<file path="src/rtl/int_ctrl_pkg.sv">
// Shared types and default register map for the external-interrupt controller.
package int_ctrl_pkg;

    typedef enum logic [1:0] {
        RISING  = 2'b00,
        FALLING = 2'b01,
        BOTH    = 2'b10,
        LEVEL   = 2'b11
    } int_mode_t;

    localparam int DEF_ADDR_PENDING = 'h20;
    localparam int DEF_ADDR_ENABLE  = 'h21;
    localparam int DEF_ADDR_MODE    = 'h22;
    localparam int DEF_ADDR_CLAIM   = 'h23;

    localparam int CLAIM_VALID_BIT  = 31;

endpackage

</file>
<file path="src/rtl/int_trigger.sv">
// Per-channel input synchronizer plus mode-selected event detector.
module int_trigger
    import int_ctrl_pkg::*;
#(
    parameter int SYNC_STAGES = 2
) (
    input  logic       clk,
    input  logic       reset,
    input  logic       sync_reset,
    input  logic       int_i,
    input  logic [1:0] mode_i,
    output logic       event_o
);

    logic [SYNC_STAGES-1:0] sync_q;
    logic                   s_d1_q;
    logic                   s;

    assign s = sync_q[SYNC_STAGES-1];

    always_ff @(posedge clk or posedge reset) begin
        if (reset) begin
            sync_q <= '0;
            s_d1_q <= 1'b0;
        end else if (sync_reset) begin
            sync_q <= '0;
            s_d1_q <= 1'b0;
        end else begin
            sync_q <= {sync_q[SYNC_STAGES-2:0], int_i};
            s_d1_q <= s;
        end
    end

    // s_d1 tracks regardless of mode, so a mode change alone never fires.
    always_comb begin
        event_o = 1'b0;
        case (int_mode_t'(mode_i))
            RISING:  event_o = s & ~s_d1_q;
            FALLING: event_o = ~s & s_d1_q;
            BOTH:    event_o = s ^ s_d1_q;
            LEVEL:   event_o = s;
            default: event_o = 1'b0;
        endcase
    end

endmodule

</file>
<file path="src/rtl/int_ctrl_wb.sv">
// External-interrupt controller on the Wishbone dual-port register bus:
// pending/enable/mode registers, priority claim and the int_gen request.
module int_ctrl_wb
    import int_ctrl_pkg::*;
#(
    parameter int NUM_CH           = 8,
    parameter int SYNC_STAGES      = 2,
    parameter int ADDR_BITS        = 12,
    parameter int XLEN             = 32,
    parameter int REG_ADDR_PENDING = DEF_ADDR_PENDING,
    parameter int REG_ADDR_ENABLE  = DEF_ADDR_ENABLE,
    parameter int REG_ADDR_MODE    = DEF_ADDR_MODE,
    parameter int REG_ADDR_CLAIM   = DEF_ADDR_CLAIM,
    parameter bit CLAIM_ON_READ    = 1'b0
) (
    input  logic                 clk,
    input  logic                 reset,
    input  logic                 sync_reset,
    input  logic [NUM_CH-1:0]    INTx,
    input  logic                 clear_ext_int,
    input  logic                 WB_RD_STB_I,
    input  logic [ADDR_BITS-1:0] WB_RD_ADR_I,
    output logic [XLEN-1:0]      WB_RD_DAT_O,
    output logic                 WB_RD_ACK_O,
    input  logic                 WB_WR_STB_I,
    input  logic                 WB_WR_WE_I,
    input  logic [XLEN/8-1:0]    WB_WR_SEL_I,
    input  logic [ADDR_BITS-1:0] WB_WR_ADR_I,
    input  logic [XLEN-1:0]      WB_WR_DAT_I,
    output logic                 WB_WR_ACK_O,
    output logic                 int_gen
);

    logic [NUM_CH-1:0]   pending_q, pending_d;
    logic [NUM_CH-1:0]   enable_q, enable_d;
    logic [2*NUM_CH-1:0] mode_q, mode_d;
    logic [NUM_CH-1:0]   trig_evt, pend_en, clr_mask, claim_clr;
    logic [XLEN-1:0]     wr_mask, wr_data, rd_dat_q, rd_dat_d, claim_word;
    logic                int_gen_q, rd_ack_q, wr_ack_q;
    logic                claim_valid;
    logic [4:0]          claim_idx;
    logic                wr_pend, wr_en, wr_mode, rd_claim;
    logic                unused_ok;

    for (genvar g = 0; g < NUM_CH; g++) begin : g_trig
        int_trigger #(.SYNC_STAGES(SYNC_STAGES)) u_trig (
            .clk        (clk),
            .reset      (reset),
            .sync_reset (sync_reset),
            .int_i      (INTx[g]),
            .mode_i     (mode_q[2*g +: 2]),
            .event_o    (trig_evt[g])
        );
    end

    assign wr_pend  = WB_WR_WE_I && (WB_WR_ADR_I == ADDR_BITS'(REG_ADDR_PENDING));
    assign wr_en    = WB_WR_WE_I && (WB_WR_ADR_I == ADDR_BITS'(REG_ADDR_ENABLE));
    assign wr_mode  = WB_WR_WE_I && (WB_WR_ADR_I == ADDR_BITS'(REG_ADDR_MODE));
    assign rd_claim = WB_RD_STB_I && (WB_RD_ADR_I == ADDR_BITS'(REG_ADDR_CLAIM));
    assign pend_en  = pending_q & enable_q;
    assign wr_data  = WB_WR_DAT_I & wr_mask;

    always_comb begin
        wr_mask = '0;
        for (int b = 0; b < XLEN/8; b++) wr_mask[8*b +: 8] = {8{WB_WR_SEL_I[b]}};
    end

    // Lowest index wins: scan downward so the last hit is the smallest.
    always_comb begin
        claim_valid = 1'b0;
        claim_idx   = '0;
        for (int i = NUM_CH-1; i >= 0; i--) begin
            if (pend_en[i]) begin
                claim_valid = 1'b1;
                claim_idx   = 5'(i);
            end
        end
        claim_word                  = '0;
        claim_word[CLAIM_VALID_BIT] = claim_valid;
        claim_word[4:0]             = claim_idx;
    end

    always_comb begin
        claim_clr = '0;
        if (CLAIM_ON_READ && rd_claim && claim_valid) claim_clr[claim_idx] = 1'b1;
        clr_mask = claim_clr;
        if (wr_pend)       clr_mask = clr_mask | wr_data[NUM_CH-1:0];
        if (clear_ext_int) clr_mask = '1;
        pending_d = (pending_q & ~clr_mask) | trig_evt;
        enable_d  = wr_en ? ((enable_q & ~wr_mask[NUM_CH-1:0]) | wr_data[NUM_CH-1:0]) : enable_q;
        mode_d    = wr_mode ? ((mode_q & ~wr_mask[2*NUM_CH-1:0]) | wr_data[2*NUM_CH-1:0]) : mode_q;
    end

    always_comb begin
        rd_dat_d = '0;
        if (WB_RD_STB_I) begin
            if (WB_RD_ADR_I == ADDR_BITS'(REG_ADDR_PENDING))     rd_dat_d[NUM_CH-1:0]   = pending_q;
            else if (WB_RD_ADR_I == ADDR_BITS'(REG_ADDR_ENABLE)) rd_dat_d[NUM_CH-1:0]   = enable_q;
            else if (WB_RD_ADR_I == ADDR_BITS'(REG_ADDR_MODE))   rd_dat_d[2*NUM_CH-1:0] = mode_q;
            else if (rd_claim)                                   rd_dat_d               = claim_word;
        end
    end

    always_ff @(posedge clk or posedge reset) begin
        if (reset) begin
            pending_q <= '0;
            enable_q  <= '0;
            mode_q    <= '0;
            rd_dat_q  <= '0;
            rd_ack_q  <= 1'b0;
            wr_ack_q  <= 1'b0;
            int_gen_q <= 1'b0;
        end else if (sync_reset) begin
            pending_q <= '0;
            enable_q  <= '0;
            mode_q    <= '0;
            rd_dat_q  <= '0;
            rd_ack_q  <= 1'b0;
            wr_ack_q  <= 1'b0;
            int_gen_q <= 1'b0;
        end else begin
            pending_q <= pending_d;
            enable_q  <= enable_d;
            mode_q    <= mode_d;
            rd_dat_q  <= rd_dat_d;
            rd_ack_q  <= WB_RD_STB_I;
            wr_ack_q  <= WB_WR_WE_I;
            int_gen_q <= |pend_en;
        end
    end

    assign WB_RD_DAT_O = rd_dat_q;
    assign WB_RD_ACK_O = rd_ack_q;
    assign WB_WR_ACK_O = wr_ack_q;
    assign int_gen     = int_gen_q;

    assign unused_ok = ^{WB_WR_STB_I, wr_mask, wr_data};

endmodule

</file>
<file path="config.mk">
export PLATFORM = sky130hd
export DESIGN_NAME = int_ctrl_wb
export DESIGN_NICKNAME = d
export VERILOG_FILES = /design/src/rtl/int_ctrl_pkg.sv /design/src/rtl/int_trigger.sv /design/src/rtl/int_ctrl_wb.sv
export SDC_FILE = /design/constraint.sdc
export NUM_CORES = 1
export LEC_CHECK = 0
export BUFFER_PORTS_ARGS = -buffer_cell sky130_fd_sc_hd__buf_2
export CORE_MARGIN = 2
export CORE_UTILIZATION = 52
export DETAILED_ROUTE_END_ITERATION = 8
export GPL_TIMING_DRIVEN = 0
export PLACE_DENSITY_LB_ADDON = 0.25
export REMOVE_ABC_BUFFERS = 1
export SLEW_MARGIN = 30
export SYNTH_ARGS = -nofsm -noshare
export SYNTH_HDL_FRONTEND = slang
export SYNTH_HIERARCHICAL = 1
export SYNTH_SLANG_ARGS = --single-unit
</file>
<file path="constraint.sdc">
create_clock -name clk -period 1.75 [get_ports clk]
set_input_delay 0.175 -clock clk [delete_from_list [all_inputs] [get_ports clk]]
set_output_delay 0.175 -clock clk [all_outputs]
set_load 0.005 [all_outputs]
</file>
-- Word level (Yosys, flattened, before mapping)
Cells that the tools add are included.
Widths: inputs -> output; s select.
- $add $sub $neg: 0
- multipliers: 0
- divide/modulo/power cells: 0
- magnitude comparators: 0
- equality and inequality tests: 31
- shifts and indexed selects: 0
- mux-type cells: 59
- bitwise logic cells: 51
- reductions and logical operators: 15
- operators by type and width (operator ; count):
    $mux 32 ; 3
    $eq 12x6->1 const B ; 7
    $mux 16 ; 4
    $mux 8 ; 7
    $mux 24 ; 2
    $mux 5 ; 7
    $and 16x16->16 ; 2
    $eq 2x2->1 const B ; 16
    $pmux 1 s4 ; 8
    $and 8x8->8 ; 3
    $mux 1 ; 19
    $and 1x1->1 ; 16
    $eq 2x1->1 const B ; 8
    $logic_not 2->1 ; 8
    $mux 2 ; 8
    $not 1->1 ; 16
    $not 16->16 ; 1
    $not 8->8 ; 2
    $or 16x16->16 ; 1
    $or 8x8->8 ; 2
    $reduce_or 8->1 ; 1
    $xor 1x1->1 ; 8
    $logic_and 1x1->1 ; 4
    $reduce_bool 2->1 ; 2
    $mux 3 ; 1
- register bits after elaboration: 91
- bits in latches: 0
- RAM bits: 0
- ROM bits: 0
- input bits: 75
- output and inout bits: 35
- logic and storage cells: 179
- memories kept: 0

-- Longest topological paths before layout
Gate-level depths: netlist of the first run.
- word-level depth: 15
- mapped depth: 6
- gate-level depth less buffers: 5

-- Hierarchy
Netlist of the first run, hierarchy kept.
- modules (own cells, without submodules) (module ; instances ; cells each ; area an instance (µm²) ; seq. area each (µm²)):
    int_ctrl_wb ; 1 ; 234 ; 2514.9 ; 1301.2
    int_trigger ; 8 ; 13 ; 153.9 ; 75.1

-- Least setup slack after synthesis of the first run
Ideal clock, no wire load.
- path type: input-to-reg
- start point: input WB_WR_ADR_I[7]
- end point: register enable_q[5]
- library setup time: 132 ps
- data arrival time: 1449 ps
- data required time: 1618 ps
- slack: 170 ps
- cell stages on the path: 6
- path buffers: 1
- cells stage by stage: nor4b_4 -> nand3_4 -> or4b_1 -> buf_6 -> mux2i_1 -> nor2_1
- cells in the longest elaborated chain, start to end: 3
- RTL lines (element ; RTL line ; RTL):
    start: declaration ; int_ctrl_wb.sv:28 ; input logic [ADDR_BITS-1:0] WB_WR_ADR_I,
    $eq 12x6->1 ; int_ctrl_wb.sv:57 ; assign wr_en = WB_WR_WE_I && (WB_WR_ADR_I == ADDR_BITS'(REG_ADDR_ENABLE));
    $logic_and 1x1->1 ; int_ctrl_wb.sv:57 ;
    $reduce_bool 2->1 (no source line) ; - ;
    end signal: assignment ; int_ctrl_wb.sv:123 ; enable_q <= enable_d;
    end: declaration ; int_ctrl_wb.sv:35 ; logic [NUM_CH-1:0] enable_q, enable_d;
Every way passes these cells.
A chain may end at the register's enable or synchronous reset.

-- Final worst setup path of the first run
- start point: register g_trig[5].u_trig.sync_q[1]
- end point: register pending_q[5]
- cells in the longest elaborated chain, start to end: 5
- elaborated cells on any way between the ends: 7
- classes of those cells: 2 x mux; 5 x bitwise
- RTL lines (element ; RTL line ; RTL):
    start: declaration ; int_trigger.sv:15 ; logic [SYNC_STAGES-1:0] sync_q;
    start signal: assignment ; int_trigger.sv:29 ; sync_q <= {sync_q[SYNC_STAGES-2:0], int_i};
    $not 1->1 ; int_trigger.sv:39 ; FALLING: event_o = ~s & s_d1_q;
    $and 1x1->1 ; int_trigger.sv:39 ;
    $pmux 1 s4 * ; int_trigger.sv:37 ; case (int_mode_t'(mode_i))
    named net trig_evt[5] ; int_ctrl_wb.sv:37 ; logic [NUM_CH-1:0] trig_evt, pend_en, clr_mask, claim_clr;
    $or 8x8->8 * ; int_ctrl_wb.sv:89 ; pending_d = (pending_q & ~clr_mask) | trig_evt;
    $mux 8 * ; int_ctrl_wb.sv:113 ; end else if (sync_reset) begin
    end signal: assignment ; int_ctrl_wb.sv:122 ; pending_q <= pending_d;
    end: declaration ; int_ctrl_wb.sv:34 ; logic [NUM_CH-1:0] pending_q, pending_d;
The timed path passes the listed nets; every way through them passes the cells marked *.

==> flow_metrics.py, run 1 <==
metrics = {
    "drt": {
        "wire_per_inst_um": 14.1,
        "wl_met3_um": 495,
        "routed_wl_mm": 7.32,
        "drt-pass1-iter-count": 4,
        "vias": 2630,
        "routed.top_layer": "met4",
        "route.detailed.drc": 0,
        "met2WireLength_mm": 3.41,
        "antenna_left": 0,
        "wl_met1_mm": 3.24,
        "drt-vias-per-instance": 5.07,
        "drt_iter0_markers": 174,
    },
    "hold_path": {
        "hp-class": "in -> reg",
    },
    "yosys": {
        "seq_area_frac_synth_pct": 50.8,
        "yosysMostFrequentCell": "dfrtp_1",
        "synth-async-reset-ratio_pct": 100,
        "synth_cells": 338,
        "synth_edf_count": 0,
        "yosysWarnings": 6,
        "synth_top_area_cell": "dfrtp_1",
        "synth_seq_cells": 76,
        "synth_commonest_cells": "dfrtp_1, nor2_1, inv_1",
        "synth_cell_types": 35,
        "synthTopCellsByArea": "dfrtp_1, mux2i_1, ha_1",
        "syn_area_sq_um": 3750,
        "syn_area_per_cell_sq_um": 11.1,
        "yosysTopAreaCellShare_pct": 50.8,
        "ys.flop_type": "dfrtp_1",
    },
    "setup_path": {
        "crit_slowest_cell": "mux4_2",
        "start_kind": "flip-flop",
        "crit_chain": "inv_1 > ha_1 > inv_1 > mux4_2 > o21ba_2",
        "critPathMaxStageDelay_ns": 0.46,
        "critPathTopFamily": "multiplexers",
        "critPathBufInv": 2,
        "cp-end-kind": "flip-flop",
        "r2r_slack_ns": 0.19,
        "cp_common_cell": "inv_1",
        "cp_max_fo": 3,
        "timing_worst_setup_path_type": "reg -> reg",
        "crit_arrival_ns": 1.80,
        "worstPathRequired_ns": 1.99,
    },
    "die": {
        "die_area_sq_um": 7900,
        "pin_count": 110,
        "die_h_um": 88.9,
        "rows": 30,
        "die_x_um": 88.9,
        "start_util_pct": 54.5,
        "core_area_sq_um": 6870,
    },
    "placed_design": {
        "gp_congestion": 0.868,
        "dp.cells": 502,
        "place_hpwl_mm": 5.25,
        "postPlaceCellArea_sq_um": 4160,
        "io_buffers": 75,
    },
    "finish": {
        "regArea_sq_um": 1900,
        "drive_gt1_share_pct": 27.4,
        "fin_util_pct": 64.2,
        "multiInputGateArea_sq_um": 1630,
        "n_fill_cell": 569,
        "finalNetCount": 509,
        "stdcell_count": 519,
        "antennaDiodeCount": 0,
        "area_growth_pct": 17.7,
        "finalInstanceArea_sq_um": 4410,
    },
    "cts": {
        "cts.sinks": 76,
        "htreeDepth": 3,
        "cts_buffers": 9,
        "cts_root_buffer": "clkbuf_8",
        "tritoncts": "done",
        "path_clk_slew_ns": 0.08,
        "cts.path.max_buffers": 2,
        "clk_latency_ns": 0.35,
    },
    "sta": {
        "setup_viol": 0,
        "tightest_slew_ns": 0.633,
        "period_needed_ns": 1.56,
        "rsz0062_at_grt": "no",
        "fmax_ghz": 0.641,
        "hold_viol": 0,
        "period_share_pct": 89.1,
        "slew_viol_final": 0,
        "relSlewSlack_pct": 57.8,
        "tns_ns": 0,
        "fin_skew_ns": 0.00960,
    },
    "grt": {
        "grt_pass1_vias": 2526,
        "grt-ovfl-total": 0,
        "grt_start_max_net_pins": 60,
        "antenna_found_initial": 0,
        "grt_first_pass_wirelength_mm": 11.8,
        "grtUsageTotal_pct": 19.9,
    },
    "power_and_ir_drop": {
        "irDropWorstVdd_v": 0.000403,
        "power_mw": 3.54,
        "p_leak_nw": 2.25,
        "power.density_nw_per_um2": 803,
    },
    "status": {
        "status": "finished, final reports clean",
    },
    "run": {
        "drv_cap": 0,
    },
}
-- flip-flops by register name, summed over array words and instances, names as in the netlist --
register and flops:
WB_RD_ACK_O 1, WB_RD_DAT_O 17, WB_WR_ACK_O 1, enable_q 8, g_trig.u_trig/s_d1_q 8, g_trig.u_trig/sync_q 16, int_gen 1, mode_q 16
pending_q 8
-- area by class of cell --
| type | count | area share [%] |
|---|---|---|
| Clock buffer | 10 | 3.12 |
| Multi-Input combinational cell | 217 | 36.9 |
| Inverter | 38 | 3.29 |
| Timing Repair Buffer | 76 | 8.80 |
| Tap cell | 96 | 2.72 |
| Sequential cell | 76 | 43.1 |
| Clock inverter | 6 | 1.99 |
-- logic make-up (layout without fill, tap and decap cells) --
| family | count (synthesis) | in the layout | share of synthesized area, % |
|---|---|---|---|
| adder cells (fa/ha/maj) | 16 | 16 | 5.34 |
| buffers and inverters | 59 | 130 | 7.62 |
| flip-flops | 76 | 76 | 50.8 |
| AO/OA/AOI/OAI | 38 | 38 | 7.62 |
| multiplexers | 32 | 32 | 11.2 |
| other | 1 | 15 | 0.100 |
| AND/OR/NAND/NOR | 116 | 116 | 17.3 |
-- cells in the final DEF (no fill, tap or decap), drive strengths merged, types with 11 or more instances in the layout --
cell type / count
nand2: 14
mux2i: 24
conb: 15
dfrtp: 76
ha: 16
inv: 38
buf: 75
nor2b: 19
nor2: 47
a21oi: 11
-- path summary, 6_finish.rpt --
path                                                 start                    endpoint  depth (start not counted)
worst min-delay path                               INTx[5]  g_trig[5].u_trig/sync_q[0]                          2
min in group asynchronous                            reset  g_trig[6].u_trig/sync_q[1]                          3
worst max register to register  g_trig[5].u_trig/sync_q[1]                pending_q[5]                          5
worst max-delay path            g_trig[5].u_trig/sync_q[1]                pending_q[5]                          5
worst min register to register  g_trig[1].u_trig/sync_q[0]  g_trig[1].u_trig/sync_q[1]                          1
max in group asynchronous                            reset              WB_RD_DAT_O[7]                          3
-- timing repair --
action | CTS | global route
resized for setup | 2 | 1
hold buffers | 1 | 0
endpoints found under the hold margin | 24 | 0
setup buffers | 0 | 0
setup endpoints to repair | 13 | 5
-- per-layer routing --
layer  vias up  track usage, %
li1       1257               -
met1      1259            26.7
met2       100            30.9
met3        14            4.01
met4         0            10.1
met5         -               0
-- power by group --
part | switching, mW | internal (mW)
Combinational | 0.147 | 0.105
Sequential | 0.0182 | 1.78
Clock | 0.646 | 0.838
Total | 0.811 | 2.73
-- per-stage QoR --
step	setup WS, ns	hold WS (ns)
after CTS	0.0510	0.0266
after floorplan	0.0782	-0.0714
after detailed placement	-0.439	0.165
after global routing	0.0868	0.0311
final	0.191	0.0346
after global placement	-0.624	0.151
(Power assumes the default switching activity.)
==> inputs of run 2 (changes only) <==
--- a/config.mk
+++ b/config.mk
@@ -5,9 +5,10 @@
 export SDC_FILE = /design/constraint.sdc
 export NUM_CORES = 1
 export LEC_CHECK = 0
+export ABC_AREA = 1
 export BUFFER_PORTS_ARGS = -buffer_cell sky130_fd_sc_hd__buf_2
 export CORE_MARGIN = 2
-export CORE_UTILIZATION = 52
+export CORE_UTILIZATION = 53
 export DETAILED_ROUTE_END_ITERATION = 8
 export GPL_TIMING_DRIVEN = 0
 export PLACE_DENSITY_LB_ADDON = 0.25
==> run 2 against run 1 <==
  * Clock skew fell by 0.0028 ns
  * First-iteration DRC count rose by 59%
  * Die area rose by 10%
  * Global-route usage rose by 2.8 points
  * Largest power group unchanged
==> flow_metrics.py, run 2 <==
metrics = {
    "cts": {
        "path_clk_slew_ns": 0.08,
        "tritoncts": "done",
        "clk_latency_ns": 0.35,
        "cts.path.max_buffers": 2,
        "cts.sinks": 76,
        "cts_root_buffer": "clkbuf_8",
        "htreeDepth": 3,
        "cts_buffers": 9,
    },
    "drt": {
        "drt_iter0_markers": 277,
        "route.detailed.drc": 0,
        "drt-pass1-iter-count": 5,
        "antenna_left": 0,
        "routed_wl_mm": 9.50,
        "vias": 3640,
        "wire_per_inst_um": 13.2,
        "drt-vias-per-instance": 5.05,
    },
    "placed_design": {
        "postPlaceCellArea_sq_um": 4620,
        "io_buffers": 75,
        "dpl_worst_slack_ns": -0.479,
        "dp.cells": 702,
        "gp_congestion": 0.840,
        "place_hpwl_mm": 6.55,
    },
    "yosys": {
        "synth_cells": 538,
        "seq_area_frac_synth_pct": 45.1,
        "ys.flop_type": "dfrtp_1",
        "syn_area_sq_um": 4220,
        "syn_area_per_cell_sq_um": 7.84,
        "synth-async-reset-ratio_pct": 100,
        "synth_seq_cells": 76,
        "synth_cell_types": 29,
        "yosysTopAreaCellShare_pct": 45.1,
        "yosysMostFrequentCell": "inv_1",
        "synth_top_area_cell": "dfrtp_1",
        "synth_edf_count": 0,
        "synthTopCellsByArea": "dfrtp_1, inv_1, nand2_1",
        "synth_commonest_cells": "inv_1, nand2_1, dfrtp_1",
        "yosysWarnings": 6,
    },
    "finish": {
        "drive_gt1_share_pct": 18.7,
        "stdcell_count": 721,
        "finalNetCount": 705,
        "most-common-layout-cells": "inv_1, nand2_1, dfrtp_1",
        "area_growth_pct": 14.0,
        "final_common_cell": "inv_1",
        "finalInstanceArea_sq_um": 4810,
        "largest_reg_flops": 17,
        "antennaDiodeCount": 0,
        "n_fill_cell": 675,
    },
    "setup_path": {
        "cp_max_fo": 35,
        "cp-end-kind": "flip-flop",
        "start_kind": "input port",
        "worstPathRequired_ns": 2.05,
        "crit_slowest_cell": "inv_2",
        "crit_chain": "buf_4 > inv_2 > nand2_2 > inv_2 > o21ai_0 > o21bai_1 > inv_1",
        "cp_common_cell": "inv_2",
        "crit_arrival_ns": 1.81,
        "critPathMaxStageDelay_ns": 0.42,
        "timing_worst_setup_path_type": "in -> reg",
    },
    "sta": {
        "worst_slack_ns": 0.234,
        "rsz0062_at_grt": "no",
        "setup_viol": 0,
        "period_share_pct": 86.6,
        "relSlewSlack_pct": 61.6,
        "hold_viol": 0,
        "fin_skew_ns": 0.00684,
        "finalHoldWorstSlack_ns": 0.0159,
        "period_needed_ns": 1.52,
        "tightest_slew_ns": 0.574,
        "slew_viol_final": 0,
        "fmax_ghz": 0.660,
    },
    "status": {
        "status": "finished, final reports clean",
    },
    "die": {
        "die_x_um": 93.2,
        "pin_count": 110,
        "start_util_pct": 54.6,
        "core_area_sq_um": 7730,
        "die_h_um": 93.2,
        "rows": 32,
        "die_area_sq_um": 8690,
    },
    "power_and_ir_drop": {
        "p_clk_share_pct": 32.6,
        "p_leak_nw": 2.62,
        "p_comb_share_pct": 14.1,
        "irDropWorstVdd_v": 0.000468,
        "seqPwrFrac_pct": 53.3,
        "p_int_mw": 2.58,
        "switching_power_mw": 1.01,
        "power.density_nw_per_um2": 747,
        "netSwitchingFraction_pct": 28.1,
    },
    "grt": {
        "grt_pass1_vias": 3433,
        "antenna_found_initial": 0,
        "grtUsageTotal_pct": 22.7,
        "grt-ovfl-total": 0,
        "grt_start_max_net_pins": 47,
        "grt_first_pass_wirelength_mm": 15.4,
    },
    "hold_path": {
        "hp-class": "in -> reg",
    },
    "run": {
        "drv_cap": 0,
    },
}
## run 2: changes by cell type after synthesis, moves of 13 or more
cell / previous run / this run
nand2_1: 14 / 83
a21oi_1: 11 / 24
inv_1: 38 / 124
nor2b_1: 19 / 0
nand3_1: 2 / 38
o21ai_0: 4 / 48
mux2i_1: 24 / 0
## run 2: area by class of cell
cell class	instances	area [sq um]	area share [%]
Tap cell	102	128	2.65
Inverter	126	475	9.88
Sequential cell	76	1900	39.5
Clock inverter	2	10.0	0.208
Multi-Input combinational cell	322	1710	35.6
Clock buffer	14	153	3.17
Timing Repair Buffer	79	430	8.94
## run 2: logic make-up after synthesis
family          synth area share, %
buf+inv                        15.6
compound gates                 11.4
other cells                  0.0889
simple gates                   23.1
flops                          45.1
fa+ha+maj                      4.74
## run 2: through the flow
| step | util (%) | power [mW] | setup TNS, ns |
|---|---|---|---|
| after CTS | 62.1 | 3.61 | 0 |
| after detailed placement | 59.8 | 2.45 | -10.82 |
| after floorplan | - | 2.25 | 0 |
| after global placement | 59.4 | 2.41 | -35.15 |
| final | 62.3 | 3.59 | 0 |
| after global routing | 62.3 | 3.79 | 0 |
## run 2: power groups by stage
stage | clock network [mW] | logic, mW | registers [mW]
6_report | 1.17 | 0.506 | 1.92
5_1_grt | 1.28 | 0.581 | 1.93
4_1_cts | 1.19 | 0.505 | 1.91
3_5_place_dp | 0 | 0.500 | 1.95
3_3_place_gp | 0 | 0.471 | 1.94
2_1_floorplan | 0 | 0.318 | 1.93
## run 2: final timing paths
| path | from | slack, ns | cells after the start | endpoint |
|---|---|---|---|---|
| hold / removal | INTx[7] | 0.02 | 3 | g_trig[7].u_trig/sync_q[0] |
| max in group asynchronous | reset | 0.95 | 4 | mode_q[4] |
| min in group asynchronous | reset | 0.34 | 3 | g_trig[7].u_trig/s_d1_q |
| setup reg to reg | g_trig[0].u_trig/sync_q[1] | 0.55 | 7 | pending_q[0] |
| setup / recovery | sync_reset | 0.23 | 7 | WB_RD_DAT_O[5] |
| hold reg to reg | g_trig[2].u_trig/sync_q[0] | 0.47 | 2 | g_trig[2].u_trig/sync_q[1] |
## run 2: timing repair
item	4_1_cts	5_1_grt
resized for setup	1	0
pin swaps	0	1
buffers inserted	0	2
gates cloned	0	0
hold buffers	1	0
endpoints found under the hold margin	30	0
endpoints found under the setup margin	6	6
## run 2: metal layers
metal	share of wire, %	track usage, %
met3	7.1	3.63
met5	0	0
met2	49	38.3
met1	42	28.9
met4	1.6	9.93
## run 2: critical path, delay by kind of cell
family | cells | cell delay [ns]
buffers and inverters | 4 | 0.97
AND/OR/NAND/NOR | 1 | 0.32
AO/OA/AOI/OAI | 2 | 0.31
==> inputs of run 3 (changes only) <==
--- a/config.mk
+++ b/config.mk
@@ -16,5 +16,4 @@
 export SLEW_MARGIN = 30
 export SYNTH_ARGS = -nofsm -noshare
 export SYNTH_HDL_FRONTEND = slang
-export SYNTH_HIERARCHICAL = 1
 export SYNTH_SLANG_ARGS = --single-unit
==> run 3 against run 2 <==
  * Register-to-register slack lost 0.03 ns
  * Power grew 2.5%
  * Sequential share of layout area is 1.7 points higher
  * Utilization grew 1.4 points
  * Worst hold slack got worse by 0.0050 ns
  * Clock skew is 0.0090 ns higher
  * Synthesized area down 5.5%
  * Clock power rose by 13%
  * Critical path type unchanged
  * Largest cell class unchanged
==> flow_metrics.py, run 3 <==
metrics = {
    "grt": {
        "top_usage_layer": "met2",
        "use_met3_pct": 5.09,
        "globalRouteMet1Util_pct": 28.9,
        "antenna_found_initial": 0,
        "grt_pass1_vias": 3309,
        "met2_usage_pct": 35.3,
        "grt-ovfl-total": 0,
        "grt_first_pass_wirelength_mm": 14.7,
        "grt_start_max_net_pins": 51,
        "grtUsageTotal_pct": 22.4,
    },
    "sta": {
        "fin_skew_ns": 0.0158,
        "slew_viol_final": 0,
        "period_share_pct": 80.8,
        "period_needed_ns": 1.41,
        "tightest_slew_ns": 0.592,
        "hold_viol": 0,
        "relSlewSlack_pct": 60.4,
        "rsz0062_at_grt": "no",
        "fmax_ghz": 0.707,
        "setup_viol": 0,
    },
    "finish": {
        "finalInstanceArea_sq_um": 4620,
        "regArea_sq_um": 1900,
        "largest_reg_flops": 17,
        "drive_gt1_share_pct": 18.5,
        "n_fill_cell": 655,
        "antennaDiodeCount": 0,
        "multiInputGateArea_sq_um": 1630,
        "finalNetCount": 653,
        "most-common-layout-cells": "inv_1, dfrtp_1, buf_2",
        "area_growth_pct": 15.7,
        "final_common_cell": "inv_1",
        "fin_util_pct": 63.7,
    },
    "setup_path": {
        "r2r_slack_ns": 0.52,
        "ff2ff_path_depth": 8,
        "critPathMaxStageDelay_ns": 0.41,
        "r2r-start": "pending_q[6]",
        "crit_chain": "clkbuf_4 > inv_4 > nand2_2 > a21oi_1 > a21oi_1",
        "cp-end-kind": "flip-flop",
        "cp_max_fo": 35,
        "cp_common_cell": "a21oi_1",
        "start_kind": "input port",
        "crit_arrival_ns": 1.63,
        "timing_worst_setup_path_type": "in -> reg",
        "crit_slowest_cell": "nand2_2",
        "worst_r2r_endpoint": "WB_RD_DAT_O[2]",
        "worstPathRequired_ns": 1.97,
    },
    "yosys": {
        "synth_top_area_cell": "dfrtp_1",
        "synth_cell_types": 30,
        "synth_top_family_by_area": "simple AND/OR/NAND/NOR gates",
        "synth_commonest_cells": "inv_1, dfrtp_1, o21ai_0",
        "synth_seq_cells": 76,
        "syn_area_per_cell_sq_um": 8.19,
        "synthTopCellsByArea": "dfrtp_1, o21ai_0, inv_1",
        "syn_area_sq_um": 3990,
        "yosysWarnings": 0,
        "seq_area_frac_synth_pct": 47.7,
        "synthSimpleGateAreaFrac_pct": 20.1,
        "synthAdderAreaFrac_pct": 5.02,
        "synth-async-reset-ratio_pct": 100,
        "synth_compound_area_share_pct": 14.3,
        "synthXorXnorAreaFrac_pct": 0,
        "synth_edf_count": 0,
        "yosysTopAreaCellShare_pct": 47.7,
        "synthMuxAreaShare_pct": 0,
        "ys.flop_type": "dfrtp_1",
        "yosysMostFrequentCell": "inv_1",
        "synth_cells": 487,
    },
    "drt": {
        "antenna_left": 0,
        "routed_wl_mm": 8.62,
        "vias": 3411,
        "drt-pass1-iter-count": 4,
        "wire_per_inst_um": 12.9,
        "route.detailed.drc": 0,
        "drt-vias-per-instance": 5.12,
        "drt_iter0_markers": 210,
    },
    "cts": {
        "tritoncts": "done",
        "cts_setup_buffers": 0,
        "path_clk_slew_ns": 0.08,
        "cts.sinks": 76,
        "cts_buffers": 9,
        "htreeDepth": 3,
        "cts_root_buffer": "clkbuf_8",
        "clk_latency_ns": 0.36,
        "cts.path.max_buffers": 2,
    },
    "die": {
        "start_util_pct": 55.0,
        "pin_count": 110,
        "die_x_um": 90.8,
        "die_h_um": 90.8,
        "die_area_sq_um": 8240,
        "rows": 31,
        "core_area_sq_um": 7250,
    },
    "hold_path": {
        "hp-class": "in -> reg",
        "hold_depth": 3,
        "hold_end": "g_trig[3].u_trig.sync_q[0]",
        "hold_start": "INTx[3]",
    },
    "placed_design": {
        "gp_congestion": 0.878,
        "place_hpwl_mm": 6.00,
        "io_buffers": 75,
        "postPlaceCellArea_sq_um": 4360,
    },
    "run": {
        "drv_cap": 0,
    },
    "power_and_ir_drop": {
        "power.density_nw_per_um2": 798,
        "p_leak_nw": 2.37,
        "irDropWorstVdd_v": 0.000410,
    },
    "status": {
        "status": "finished, final reports clean",
    },
}
[run 3: report_power, final]
group | switching [mW] | internal (mW) | total (mW)
clock network | 0.660 | 0.659 | 1.32
registers | 0.0648 | 1.84 | 1.91
logic | 0.293 | 0.166 | 0.459
[run 3: area by class of cell]
class,count,share of cell area [%]
Sequential cell,76,41.2
Multi-Input combinational cell,313,35.3
Timing Repair Buffer,82,10.1
Inverter,80,6.61
Clock buffer,10,2.76
Tap cell,99,2.68
Clock inverter,6,1.41
[run 3: worst max-delay path by stage]
stage,slack (ns),endpoint,from,depth (start not counted)
global route,0.18,WB_RD_DAT_O[2],sync_reset,7
detailed placement,-0.22,WB_RD_DAT_O[2],sync_reset,7
finish,0.34,mode_q[13],sync_reset,5
floorplan,-0.36,WB_RD_ACK_O,reset,1
global placement,-1.22,g_trig[4].u_trig.sync_q[0],reset,2
CTS,0.1,mode_q[13],sync_reset,5
[run 3: logic make-up after synthesis]
kind of cell | after synthesis
DFF | 76
and+or+nand+nor | 173
buffers and inverters | 112
adders and majority gates | 16
AOI/OAI and AO/OA | 109
other | 1
[run 3: worst max-delay path: cells and delay by family]
kind	cells	cell delay, ns
simple gates	1	0.41
buf+inv	2	0.65
compound gates	2	0.36
[run 3: metrics by stage]
stage	TNS [ns]	hold slack [ns]	cells	power [mW]	setup WS (ns)
2_1_floorplan	-27.61	0.238	469	2.20	-0.363
3_3_place_gp	-96.03	0.378	643	2.36	-1.22
3_5_place_dp	-4.14	0.181	644	2.39	-0.223
4_1_cts	0	0.00646	666	3.71	0.0997
5_1_grt	0	0.0181	666	3.86	0.178
6_report	0	0.0109	666	3.68	0.335
[run 3: what timing repair did]
item,in CTS,in global routing
hold buffers,6,0
hold endpoints to repair,31,0
gates resized for setup,0,1
setup endpoints to repair,0,2
[run 3: metal layers]
| layer | routed length, um | vias up |
|---|---|---|
| met2 | 3990 | 110 |
| li1 | - | 1705 |
| met4 | 199 | 0 |
| met3 | 528 | 19 |
| met5 | 0 | - |
| met1 | 3900 | 1577 |
